### src/rtl/hid_arbiter.sv
`timescale 1ns/1ps
// Two-requester packet arbiter feeding a HID byte decoder, with forced idle gaps between strobes.
// Optional stall timeout is compiled in with HID_ARBITER_TIMEOUT_EN.
module hid_arbiter #(
  parameter int unsigned GAP     = 2,
  parameter int unsigned TIMEOUT = 255
) (
  input  logic       clk,
  input  logic       reset,
  input  logic       req0_valid,
  input  logic       req0_start,
  input  logic       req0_last,
  input  logic [7:0] req0_data,
  input  logic       req1_valid,
  input  logic       req1_start,
  input  logic       req1_last,
  input  logic [7:0] req1_data,
  output logic       req0_ready,
  output logic       req1_ready,
  output logic       hid_strobe,
  output logic       hid_start,
  output logic [7:0] hid_data,
  output logic       owner,
  output logic       busy,
  output logic       abort,
  output logic [7:0] drop_cnt
);

  localparam int unsigned DW = 8;
  localparam int unsigned GW = 4;

  if (GAP > 15 || TIMEOUT < 1 || TIMEOUT > 255) begin : g_param_check
    $error("hid_arbiter: GAP or TIMEOUT out of range");
  end

  typedef enum logic [1:0] {S_IDLE, S_ACTIVE, S_GAP} state_t;

  state_t          state, state_n;
  logic            owner_q, owner_n;
  logic            last_q, last_n;
  logic [GW-1:0]   gap_cnt, gap_cnt_n;
  logic            acc, drop0, drop1;
  logic            elig0, elig1, grant0, grant1;
  logic            sel;
  logic            sel_valid, sel_start, sel_last;
  logic [DW-1:0]   sel_data;
  logic [DW:0]     drop_sum;

  // In IDLE the source is the arbitration winner, otherwise the current owner.
  assign elig0     = req0_valid && req0_start;
  assign elig1     = req1_valid && req1_start;
  assign grant0    = elig0 && (!elig1 || last_q);
  assign grant1    = elig1 && !grant0;
  assign sel       = (state == S_IDLE) ? grant1 : owner_q;
  assign sel_valid = sel ? req1_valid : req0_valid;
  assign sel_start = sel ? req1_start : req0_start;
  assign sel_last  = sel ? req1_last  : req0_last;
  assign sel_data  = sel ? req1_data  : req0_data;
  assign drop_sum  = {1'b0, drop_cnt} + (DW+1)'(drop0) + (DW+1)'(drop1);
  assign owner     = owner_q;

`ifdef HID_ARBITER_TIMEOUT_EN
  localparam int unsigned CW = 8;
  localparam logic [CW-1:0] TO_LIM = (TIMEOUT > 1) ? CW'(TIMEOUT - 1) : CW'(1);
  logic [CW-1:0] to_cnt, to_cnt_n;
  logic          abort_n;
`endif

  always_comb begin
    state_n    = state;
    owner_n    = owner_q;
    last_n     = last_q;
    req0_ready = 1'b0;
    req1_ready = 1'b0;
    acc        = 1'b0;
    drop0      = 1'b0;
    drop1      = 1'b0;
    gap_cnt_n  = (gap_cnt != '0) ? gap_cnt - GW'(1) : '0;
`ifdef HID_ARBITER_TIMEOUT_EN
    to_cnt_n   = '0;
    abort_n    = 1'b0;
`endif
    case (state)
      S_IDLE: begin
        if (!reset && gap_cnt == '0) begin
          req0_ready = !elig0 || grant0;
          req1_ready = !elig1 || grant1;
          drop0      = req0_valid && !req0_start;
          drop1      = req1_valid && !req1_start;
          if (grant0 || grant1) begin
            acc     = 1'b1;
            owner_n = grant1;
          end
        end
      end
      S_ACTIVE: begin
        if (!reset && gap_cnt == '0) begin
          req0_ready = !owner_q;
          req1_ready = owner_q;
          acc        = sel_valid;
        end
      end
      S_GAP: begin
        // Leave one cycle early so IDLE acceptance lands exactly GAP cycles after the last byte.
        if (gap_cnt <= GW'(1)) begin
          state_n = S_IDLE;
          last_n  = owner_q;
        end
      end
      default: state_n = S_IDLE;
    endcase

    if (acc) begin
      gap_cnt_n = GW'(GAP);
      if (sel_last) begin
        if (GAP == 0) begin
          state_n = S_IDLE;
          last_n  = owner_n;
        end else begin
          state_n = S_GAP;
        end
      end else begin
        state_n = S_ACTIVE;
      end
    end

`ifdef HID_ARBITER_TIMEOUT_EN
    // Count owner stall cycles; the pulse lands TIMEOUT cycles after the last acceptance.
    if (state == S_ACTIVE && !acc && !sel_valid) begin
      to_cnt_n = to_cnt + CW'(1);
      if (to_cnt_n >= TO_LIM) begin
        abort_n  = 1'b1;
        state_n  = S_IDLE;
        to_cnt_n = '0;
      end
    end
`endif
  end

  always_ff @(posedge clk or posedge reset) begin
    if (reset) begin
      state      <= S_IDLE;
      owner_q    <= 1'b0;
      last_q     <= 1'b1;
      gap_cnt    <= '0;
      hid_strobe <= 1'b0;
      hid_start  <= 1'b0;
      hid_data   <= '0;
      busy       <= 1'b0;
      drop_cnt   <= '0;
    end else begin
      state      <= state_n;
      owner_q    <= owner_n;
      last_q     <= last_n;
      gap_cnt    <= gap_cnt_n;
      hid_strobe <= acc;
      hid_start  <= acc && sel_start;
      if (acc) hid_data <= sel_data;
      busy       <= (state_n != S_IDLE);
      drop_cnt   <= (drop_sum > (DW+1)'(255)) ? DW'(255) : drop_sum[DW-1:0];
    end
  end

`ifdef HID_ARBITER_TIMEOUT_EN
  always_ff @(posedge clk or posedge reset) begin
    if (reset) begin
      to_cnt <= '0;
      abort  <= 1'b0;
    end else begin
      to_cnt <= to_cnt_n;
      abort  <= abort_n;
    end
  end
`else
  assign abort = 1'b0;
`endif

endmodule

### config.mk
export PLATFORM = sky130hd
export DESIGN_NAME = hid_arbiter
export DESIGN_NICKNAME = d
export VERILOG_FILES = /design/src/rtl/hid_arbiter.sv
export SDC_FILE = /design/constraint.sdc
export NUM_CORES = 1
export LEC_CHECK = 0
export CORE_MARGIN = 10
export CORE_UTILIZATION = 48
export CTS_CLUSTER_DIAMETER = 200
export DETAILED_ROUTE_END_ITERATION = 8
export PLACE_DENSITY = 0.85
export SLEW_MARGIN = 20
export SYNTH_ARGS = -nofsm -noshare
export SYNTH_HDL_FRONTEND = slang
export SYNTH_SLANG_ARGS = --single-unit
export TNS_END_PERCENT = 100
### constraint.sdc
create_clock -name clk -period 5.9 [get_ports clk]
set_input_delay 0.59 -clock clk [delete_from_list [all_inputs] [get_ports clk]]
set_output_delay 0.59 -clock clk [all_outputs]
set_load 0.02 [all_outputs]
==> key figures, run 1 <==
Logic synthesis
  – Mapped Cells: 114
  – Mapped cell area: 0.00134 mm2
  – Post-synth EDFFs: 0
  – Seq/Total Area, Yosys: 50.7%
  – Distinct cells, synth: 36
  – Main synth FF type: dfrtp_1
  – Synthesis-stage register bit count: 27
  – Async SR Flop Fraction: 100%
  – Syn Nets: 140
  – Syn. warnings: 0
  – Synth Area per Inst: 11.7 um2

Critical path
  – Reg2reg path depth: 7
  – Critical path origin: req0_start
  – CP max FO: 4
  – Reg-to-reg slack, setup: 3.52 ns
  – Critical path arrival: 2.24 ns
  – Setup crit start kind: input port
  – Critical R2R Launch: gap_cnt[1]
  – Worst Setup End Kind: primary output
  – FF-to-FF End: drop_cnt[0]
  – CP required: 5.31 ns
  – Worst setup path category: in -> out

Global routing
  – First-pass GRT wire length: 5360 um
  – Vias in the first global route: 1178
  – Initial antenna violation count: 0
  – Met1 Use GR: 13.0%
  – Remaining Overflow, GRT: 0
  – Gr busiest metal: met2
  – Total GRT Usage: 12.6%
  – Largest net degree at the start of global routing: 28
  – Met2 Resource Use GR: 22.0%
  – Met3 usage: 5.03%

Timing
  – Hold Fails Final Rpt: 0
  – Endpoints failing setup: 0
  – Setup TNS: 0 ns
  – Slew @ Worst Pin: 1.01 ns
  – Final Cycle Share: 47.9%
  – Slew HR: 32.9%
  – Min Tclk post-route: 2.83 ns
  – Final Max Tran Viols: 0
  – RSZ-0062 raised after global routing: no
  – Final worst setup slack: 3.07 ns
  – Final Skew: 0.00958 ns
  – FMAX: 354 MHz

Clocking
  – Post-cts sizing count: 0
  – Latest clock arrival within the worst-skew pair: 0.31 ns
  – Clock-pin slew on the worst setup and hold paths: 0.12 ns
  – CTS tree: yes
  – Max H-tree Level: 1
  – CTS buffer count: 3
  – Hold-fix buffers, CTS: 0
  – Post-CTS Setup Bufs: 0
  – CTS sink cnt: 27
  – Clk buf depth: 2
  – CTS root buf: clkbuf_4

Cells and area
  – N_diodes: 0
  – Share of layout cells above drive strength 1: 16.7%
  – Final nets: 189
  – Final Non-Filler Cells: 193
  – Fillers: 219
  – Final core occ: 68.1%
  – Area taken by multi-input logic gates: 644 um2
  – Synth-to-Final Area Change: 38.0%
  – Register Area: 677 um2
  – Post-route cell area: 0.00184 mm2

Route
  – Via count: 1050
  – Post-route ant nets: 0
  – DRC errors left: 0
  – Vias per inst: 5.44
  – Drt pass-1 iters: 4
  – Drt wl/cell: 17.1 um
  – Post-Route WL: 3300 um
  – Iteration-0 DRC Markers: 73

Worst hold path
  – Hold endpoint: hid_data[0]
  – HP Start: hid_data[0]
  – Worst Hold Class: reg -> reg
  – Hold depth: 1

Power and ir drop
  – PD cells: 463 mW/mm2
  – Worst vdd ir: 0.341 mV
  – Leakage: 0.789 nW

Die
  – Cell Rows: 19
  – Die area: 0.00529 mm2
  – Die height: 72.8 um
  – Die W: 72.8 um
  – Initial Util: 49.3%
  – Core Footprint: 0.00271 mm2
  – Io pins: 47

Placed design
  – Placed Cells: 189
  – Placer congestion estimate: 0.812
  – Post-DP Area: 0.00182 mm2
  – Dpl ws: 3.07 ns
  – DPL Wire Length: 2700 um
  – Number of port buffers: 45

Run status
  – Status: complete, no violations

Flow run
  – Max Cap Viol: 0
-- layout by cell type (no fill, tap or decap), drive strengths merged, types with 2 or more instances in the layout --
master         Yosys  routed
a211oi             2       2
and3               2       2
clkbuf             0       4
clkdlybuf4s50      0      45
dfrtp             26      26
inv                2       2
mux2              19      19
mux2i              2       2
nand2              9       9
nand2b             5       5
nand3              6       6
nand4              2       2
nor2               7       7
nor2b              4       4
nor3b              2       2
o21ai              6       6
xor2               3       3
-- metrics by stage --
step	power [mW]	hold slack [ns]
after floorplan	0.587	0.466
after global placement	0.770	0.485
after detailed placement	0.788	0.494
after CTS	0.866	0.524
after global routing	0.913	0.540
final	0.853	0.520
-- how the worst max path moves through the flow --
stage	endpoint	slack (ns)	cells past startpoint
floorplan	drop_cnt[7]	3.84	7
global placement	req1_ready	3.09	5
detailed placement	req0_ready	3.07	5
CTS	req0_ready	3.07	5
global route	req1_ready	2.92	5
finish	req1_ready	3.07	5
-- worst max-delay path, cell delays in order --
cell,delay (ns)
clkdlybuf4s50_1,0.47
nand2_1,0.15
nor2_1,0.05
a311oi_1,0.30
clkdlybuf4s50_1,0.67
-- cells by family after synthesis --
group | after synthesis | synth area share, %
simple gates | 41 | 16.2
flops | 27 | 50.7
mux | 21 | 17.8
compound gates | 15 | 8.90
xor+xnor | 4 | 2.62
buf+inv | 3 | 1.12
fa+ha+maj | 2 | 2.43
other cells | 1 | 0.281
-- final cells by class --
type,count,share of cell area (%)
sequential,27,36.7
multi-input combinational,84,34.9
tap,31,2.10
clock buffer,4,1.42
inverter,2,0.407
timing repair buffer,45,24.4
-- cells in the mapped netlist, types with 2 or more instances --
cell      instances  share of area, %
dfrtp_1          26                49
nand4_1           2              0.94
xor2_1            3               2.0
mux2i_1           2               1.5
nand3_1           6               2.2
nor3b_1           2               1.1
nand2_1           8               2.2
nor2b_1           4               1.9
a211oi_1          2               1.1
mux2_2           18                15
nor2_1            7               2.0
o21ai_0           6               2.2
nand2b_1          5               2.3
-- state kept, by name, summed over array words and instances (netlist names) --
signal / cells
last_q: 1
hid_strobe: 1
hid_data: 8
owner: 1
hid_start: 1
busy: 1
gap_cnt: 4
state: 2
drop_cnt: 8
-- routing by layer --
metal	share of wire, %	wire length, um
met5	0	0
met4	1.4	46
met3	7.7	255
met2	54	1780
met1	37	1220
-- where the power goes --
group	total, mW	switching [mW]	internal [mW]
Combinational	0.454	0.217	0.237
Clock	0.0755	0.0491	0.0264
Sequential	0.324	0.0656	0.258
Total	0.853	0.332	0.522
Power figures use the tool's default switching activity.
==> run 2: changes to the inputs <==
- CORE_UTILIZATION: 48 -> 44
- PLACE_DENSITY: 0.85 -> 0.78
- clock period: 5.9 -> 2.65 ns (I/O delays scaled with it)
==> key figures, run 2 (same netlist as run 1, synthesis figures left out) <==
Run status
  – Status: complete, no violations (unchanged)

Critical path
  – Critical path origin: state[0] (was req0_start)
  – Largest stage delay, worst path: 0.65 ns (was 0.67 ns)
  – CP required: 2.38 ns (was 5.31 ns)
  – Worst path cell trace: nor2b_1, nor4_1, a211oi_1, clkdlybuf4s50_1 (was clkdlybuf4s50_1, nand2_1, nor2_1, a311oi_1, clkdlybuf4s50_1)
  – Critical path arrival: 2.04 ns (was 2.24 ns)
  – CP max FO: 6 (was 4)
  – Worst setup path category: reg -> out (was in -> out)
  – Setup crit start kind: flop (was input port)
  – Critical R2R Launch: gap_cnt[1] (unchanged)
  – FF-to-FF End: drop_cnt[4] (was drop_cnt[0])
  – Buf/Inv on CP: 1 (was 2)
  – Reg-to-reg slack, setup: 0.41 ns (was 3.52 ns)
  – Cell family with most CP delay: buffers and inverters (unchanged)
  – Worst Setup End Kind: primary output (unchanged)
  – Reg2reg path depth: 8 (was 7)
  – CP max-delay cell: clkdlybuf4s50_1 (unchanged)

Power and ir drop
  – Internal power: 1.17 mW (was 522 uW)
  – PD cells: 1030 mW/mm2 (was 463 mW/mm2)
  – Switch Pwr: 736 uW (was 332 uW)
  – Seq pwr share: 37.2% (was 37.9%)
  – Clock network power share: 9.1% (was 8.8%)
  – Worst vdd ir: 0.527 mV (was 0.341 mV)
  – Comb pwr share: 53.7% (was 53.2%)
  – Total Power: 1.91 mW (was 853 uW)
  – Leakage: 0.799 nW (was 0.789 nW)
  – Sw Ratio: 38.6% (was 38.9%)

Die
  – Die height: 75.1 um (was 72.8 um)
  – Initial Util: 47.2% (was 49.3%)
  – Core Footprint: 0.00283 mm2 (was 0.00271 mm2)
  – Cell Rows: 19 (unchanged)
  – Die W: 75.1 um (was 72.8 um)
  – Die area: 0.00564 mm2 (was 0.00529 mm2)
  – Io pins: 47 (unchanged)

Clocking
  – Hold-fix buffers, CTS: 0 (unchanged)
  – CTS root buf: clkbuf_4 (unchanged)
  – CTS buffer count: 3 (unchanged)
  – Max H-tree Level: 1 (unchanged)
  – Post-cts sizing count: 0 (unchanged)
  – Latest clock arrival within the worst-skew pair: 0.32 ns (was 0.31 ns)
  – CTS tree: yes (unchanged)
  – Post-CTS Setup Bufs: 0 (unchanged)
  – Clk buf depth: 2 (unchanged)
  – Clock-pin slew on the worst setup and hold paths: 0.14 ns (was 0.12 ns)
  – CTS sink cnt: 27 (unchanged)

Timing
  – FMAX: 433 MHz
  – Final Cycle Share: 87.1%
  – Final Max Tran Viols: 0 (unchanged)
  – Min Tclk post-route: 2.31 ns
  – Setup TNS: 0 ns (unchanged)
  – Hold Fails Final Rpt: 0 (unchanged)
  – Endpoints failing setup: 0 (unchanged)
  – RSZ-0062 raised after global routing: no (unchanged)
  – Final Skew: 0.00331 ns (was 0.00958 ns)

Route
  – Post-Route WL: 3270 um (was 3300 um)
  – Drt pass-1 iters: 4 (unchanged)
  – Via count: 1045 (was 1050)
  – DRC errors left: 0 (unchanged)
  – Drt wl/cell: 16.8 um (was 17.1 um)
  – Vias per inst: 5.36 (was 5.44)
  – Post-route ant nets: 0 (unchanged)
  – Iteration-0 DRC Markers: 78 (was 73)

Flow run
  – Max Cap Viol: 0 (unchanged)

Global routing
  – Initial antenna violation count: 0 (unchanged)
  – Vias in the first global route: 1054 (was 1178)
  – Largest net degree at the start of global routing: 28 (unchanged)
  – Remaining Overflow, GRT: 0 (unchanged)
  – Total GRT Usage: 11.8% (was 12.6%)
  – First-pass GRT wire length: 5170 um (was 5360 um)

Cells and area
  – Biggest regs: drop_cnt x8, hid_data x8, gap_cnt x4 (unchanged)
  – N_diodes: 0 (unchanged)
  – Fillers: 225 (was 219)
  – Final nets: 191 (was 189)
  – Share of layout cells above drive strength 1: 17.7% (was 16.7%)
  – Most frequent cells in the layout: clkdlybuf4s50_1 (45), dfrtp_1 (26), mux2_2 (18) (unchanged)
  – Most common cell after layout, fill and taps aside: clkdlybuf4s50_1 (unchanged)
  – Synth-to-Final Area Change: 39.1% (was 38.0%)

Placed design
  – Number of port buffers: 45 (unchanged)
  – DPL Wire Length: 2670 um (was 2700 um)
  – Placer congestion estimate: 0.860 (was 0.812)

Worst hold path
  – Worst Hold Class: in -> async (was reg -> reg)
[run 2: cell types whose count changed in the layout (fill, tap and decap cells not counted), sizes merged]
cell  change
buf       +2
[run 2: worst register-to-register path, cell delays in order, from the launching register on]
cell	delay, ns
dfrtp_1	0.44
nor2_1	0.23
nand4b_1	0.21
nor3b_1	0.30
fa_1	0.30
ha_1	0.29
nand3_1	0.12
xor2_1	0.18
nand2_1	0.08
[run 2: worst max path at each step]
stage / to / slack (ns) / cells after the start
5_1_grt: drop_cnt[4] / 0.23 / 8
3_5_place_dp: drop_cnt[4] / 0.22 / 9
3_3_place_gp: drop_cnt[0] / 0.34 / 8
6_report: req0_ready / 0.34 / 4
2_1_floorplan: drop_cnt[4] / 0.71 / 8
4_1_cts: req0_ready / 0.33 / 4
[run 2: power groups by stage]
stage / registers [mW] / logic [mW] / clock network (mW)
floorplan: 0.850 / 0.457 / 0
global placement: 0.713 / 1.02 / 0
detailed placement: 0.719 / 1.04 / 0
CTS: 0.711 / 1.05 / 0.184
global route: 0.740 / 1.11 / 0.197
finish: 0.709 / 1.03 / 0.174
[run 2: per-layer routing]
layer	wire length, um	up-vias	global-route usage (%)
li1	-	509	-
met1	1330	513	13.4
met2	1800	20	21.6
met3	127	3	2.89
met4	16	0	2.52
met5	0	-	0
[run 2: per-stage QoR]
| stage | instances | util (%) | cell area (um2) | worst slack (ns) | hold WS (ns) |
|---|---|---|---|---|---|
| after floorplan | 114 | - | 1340 | 0.706 | 0.317 |
| after global placement | 191 | 64.8 | 1830 | 0.339 | 0.485 |
| after detailed placement | 191 | 64.8 | 1830 | 0.216 | 0.489 |
| after CTS | 195 | 65.7 | 1860 | 0.330 | 0.309 |
| after global routing | 195 | 65.7 | 1860 | 0.226 | 0.304 |
| final | 195 | 65.7 | 1860 | 0.341 | 0.304 |
[run 2: area by class of cell]
class / instances / area, um2 / area share (%)
flip-flops and latches: 27 / 677 / 36.4
multi-input cells: 84 / 644 / 34.7
repair buffers: 47 / 465 / 25.0
well taps: 31 / 38.8 / 2.09
clock buffers: 4 / 26.3 / 1.41
inverters: 2 / 7.51 / 0.404
==> run 3: changes to the inputs <==
- CAP_MARGIN: not set -> 5
- PLACE_DENSITY: 0.78 -> 0.74
==> key figures, run 3 (same netlist as run 1, synthesis figures left out) <==
Run status
  – Status: complete, no violations (unchanged)

Route
  – Post-Route WL: 3130 um (was 3270 um)
  – Drt pass-1 iters: 4 (unchanged)
  – Post-route ant nets: 0 (unchanged)
  – Iteration-0 DRC Markers: 31 (was 78)
  – Vias per inst: 5.28 (was 5.36)
  – Drt wl/cell: 16.0 um (was 16.8 um)
  – DRC errors left: 0 (unchanged)
  – Via count: 1029 (was 1045)

Global routing
  – Met3 usage: 5.26% (was 2.89%)
  – Met2 Resource Use GR: 19.4% (was 21.6%)
  – Largest net degree at the start of global routing: 18 (was 28)
  – Total GRT Usage: 11.5% (was 11.8%)
  – Initial antenna violation count: 0 (unchanged)
  – First-pass GRT wire length: 5090 um (was 5170 um)
  – Vias in the first global route: 1095 (was 1054)
  – Remaining Overflow, GRT: 0 (unchanged)
  – Met1 Use GR: 12.6% (was 13.4%)
  – Gr busiest metal: met2 (unchanged)

Clocking
  – CTS sink cnt: 27 (unchanged)
  – Hold-fix buffers, CTS: 0 (unchanged)
  – CTS root buf: clkbuf_4 (unchanged)
  – Post-CTS Setup Bufs: 0 (unchanged)
  – CTS buffer count: 3 (unchanged)
  – Max H-tree Level: 1 (unchanged)
  – Latest clock arrival within the worst-skew pair: 0.32 ns (about the same)
  – Clock-pin slew on the worst setup and hold paths: 0.14 ns (about the same)
  – Post-cts sizing count: 0 (unchanged)
  – Clk buf depth: 2 (unchanged)
  – CTS tree: yes (unchanged)

Critical path
  – Worst setup path category: reg -> out (unchanged)
  – CP max FO: 5 (was 6)
  – Reg2reg path depth: 7 (was 8)
  – FF-to-FF End: drop_cnt[1] (was drop_cnt[4])
  – Worst Setup End Kind: primary output (unchanged)
  – Largest stage delay, worst path: 0.65 ns (about the same)
  – Buf/Inv on CP: 1 (unchanged)
  – Reg-to-reg slack, setup: 0.39 ns (was 0.41 ns)
  – Worst path cell trace: nor2_1, nand3_1, a311oi_1, clkdlybuf4s50_1 (was nor2b_1, nor4_1, a211oi_1, clkdlybuf4s50_1)
  – CP max-delay cell: clkdlybuf4s50_1 (unchanged)
  – CP required: 2.38 ns (about the same)
  – Cell family with most CP delay: buffers and inverters (unchanged)
  – Crit path depth: 4 (unchanged)
  – Critical R2R Launch: gap_cnt[1] (unchanged)
  – Setup crit start kind: flop (unchanged)
  – Critical path arrival: 2.04 ns (about the same)

Flow run
  – Max Cap Viol: 0 (unchanged)

Die
  – Cell Rows: 19 (unchanged)
  – Die height: 75.1 um (unchanged)
  – Io pins: 47 (unchanged)
  – Die W: 75.1 um (unchanged)
  – Initial Util: 47.2% (unchanged)
  – Die area: 0.00564 mm2 (unchanged)
  – Core Footprint: 0.00283 mm2 (unchanged)

Cells and area
  – N_diodes: 0 (unchanged)
  – Final core occ: 65.8% (was 65.7%)
  – Post-route cell area: 0.00186 mm2 (about the same)
  – Most common cell after layout, fill and taps aside: clkdlybuf4s50_1 (unchanged)
  – Biggest regs: drop_cnt x8, hid_data x8, gap_cnt x4 (unchanged)
  – Final nets: 191 (unchanged)
  – Share of layout cells above drive strength 1: 18.3% (was 17.7%)
  – Synth-to-Final Area Change: 39.2% (was 39.1%)
  – Most frequent cells in the layout: clkdlybuf4s50_1 (45), dfrtp_1 (26), mux2_2 (18) (unchanged)

Power and ir drop
  – Total Power: 1.91 mW (about the same)
  – PD cells: 1030 mW/mm2 (about the same)
  – Worst vdd ir: 0.645 mV (was 0.527 mV)
  – Leakage: 0.801 nW (was 0.799 nW)

Timing
  – Hold Fails Final Rpt: 0 (unchanged)
  – Endpoints failing setup: 0 (unchanged)
  – Setup TNS: 0 ns (unchanged)
  – Final Skew: 0.00256 ns (was 0.00331 ns)
  – FMAX: 433 MHz (about the same)
  – Final Max Tran Viols: 0 (unchanged)
  – Min Tclk post-route: 2.31 ns (about the same)
  – Final Cycle Share: 87.2% (was 87.1%)
  – RSZ-0062 raised after global routing: no (unchanged)

Placed design
  – Post-DP Area: 0.00183 mm2 (unchanged)
  – Number of port buffers: 45 (unchanged)
  – DPL Wire Length: 2530 um (was 2670 um)
  – Placer congestion estimate: 0.867 (was 0.860)

Worst hold path
  – Worst Hold Class: in -> async (unchanged)
run 3: changes by cell type in the layout (fill, tap and decap cells not counted):
cell and delta:
clkbuf_1 -1, clkinv_2 +1
run 3: worst max path at each step:
stage,end,slack [ns],from
2_1_floorplan,drop_cnt[4],0.71,gap_cnt[1]
5_1_grt,drop_cnt[2],0.01,gap_cnt[1]
6_report,req1_ready,0.34,gap_cnt[1]
4_1_cts,req0_ready,0.32,state[0]
3_5_place_dp,drop_cnt[1],0.20,reset
3_3_place_gp,drop_cnt[0],0.32,reset
run 3: power by group:
group	total (mW)	internal [mW]	leakage, nW	switching, mW
Sequential	0.710	0.575	0.341	0.135
Combinational	1.02	0.539	0.443	0.484
Clock	0.175	0.0565	0.0177	0.119
Total	1.91	1.17	0.801	0.738
run 3: through the flow:
step | hold WS (ns) | setup WS, ns | instances
floorplan | 0.317 | 0.706 | 114
global placement | 0.483 | 0.323 | 191
detailed placement | 0.495 | 0.201 | 191
CTS | 0.258 | 0.321 | 195
global route | 0.261 | 0.0119 | 195
finish | 0.242 | 0.340 | 195
run 3: layout make-up:
type,count,area [um2]
fill,233,968
sequential,27,677
timing repair buffer,47,465
clock inverter,1,5.00
inverter,2,7.51
multi-input combinational,84,644
clock buffer,3,22.5
tap,31,38.8
run 3: per-layer routing:
| layer | wire length (um) | vias to the layer above |
|---|---|---|
| li1 | - | 507 |
| met1 | 1200 | 500 |
| met2 | 1650 | 20 |
| met3 | 254 | 2 |
| met4 | 14 | 0 |
| met5 | 0 | - |
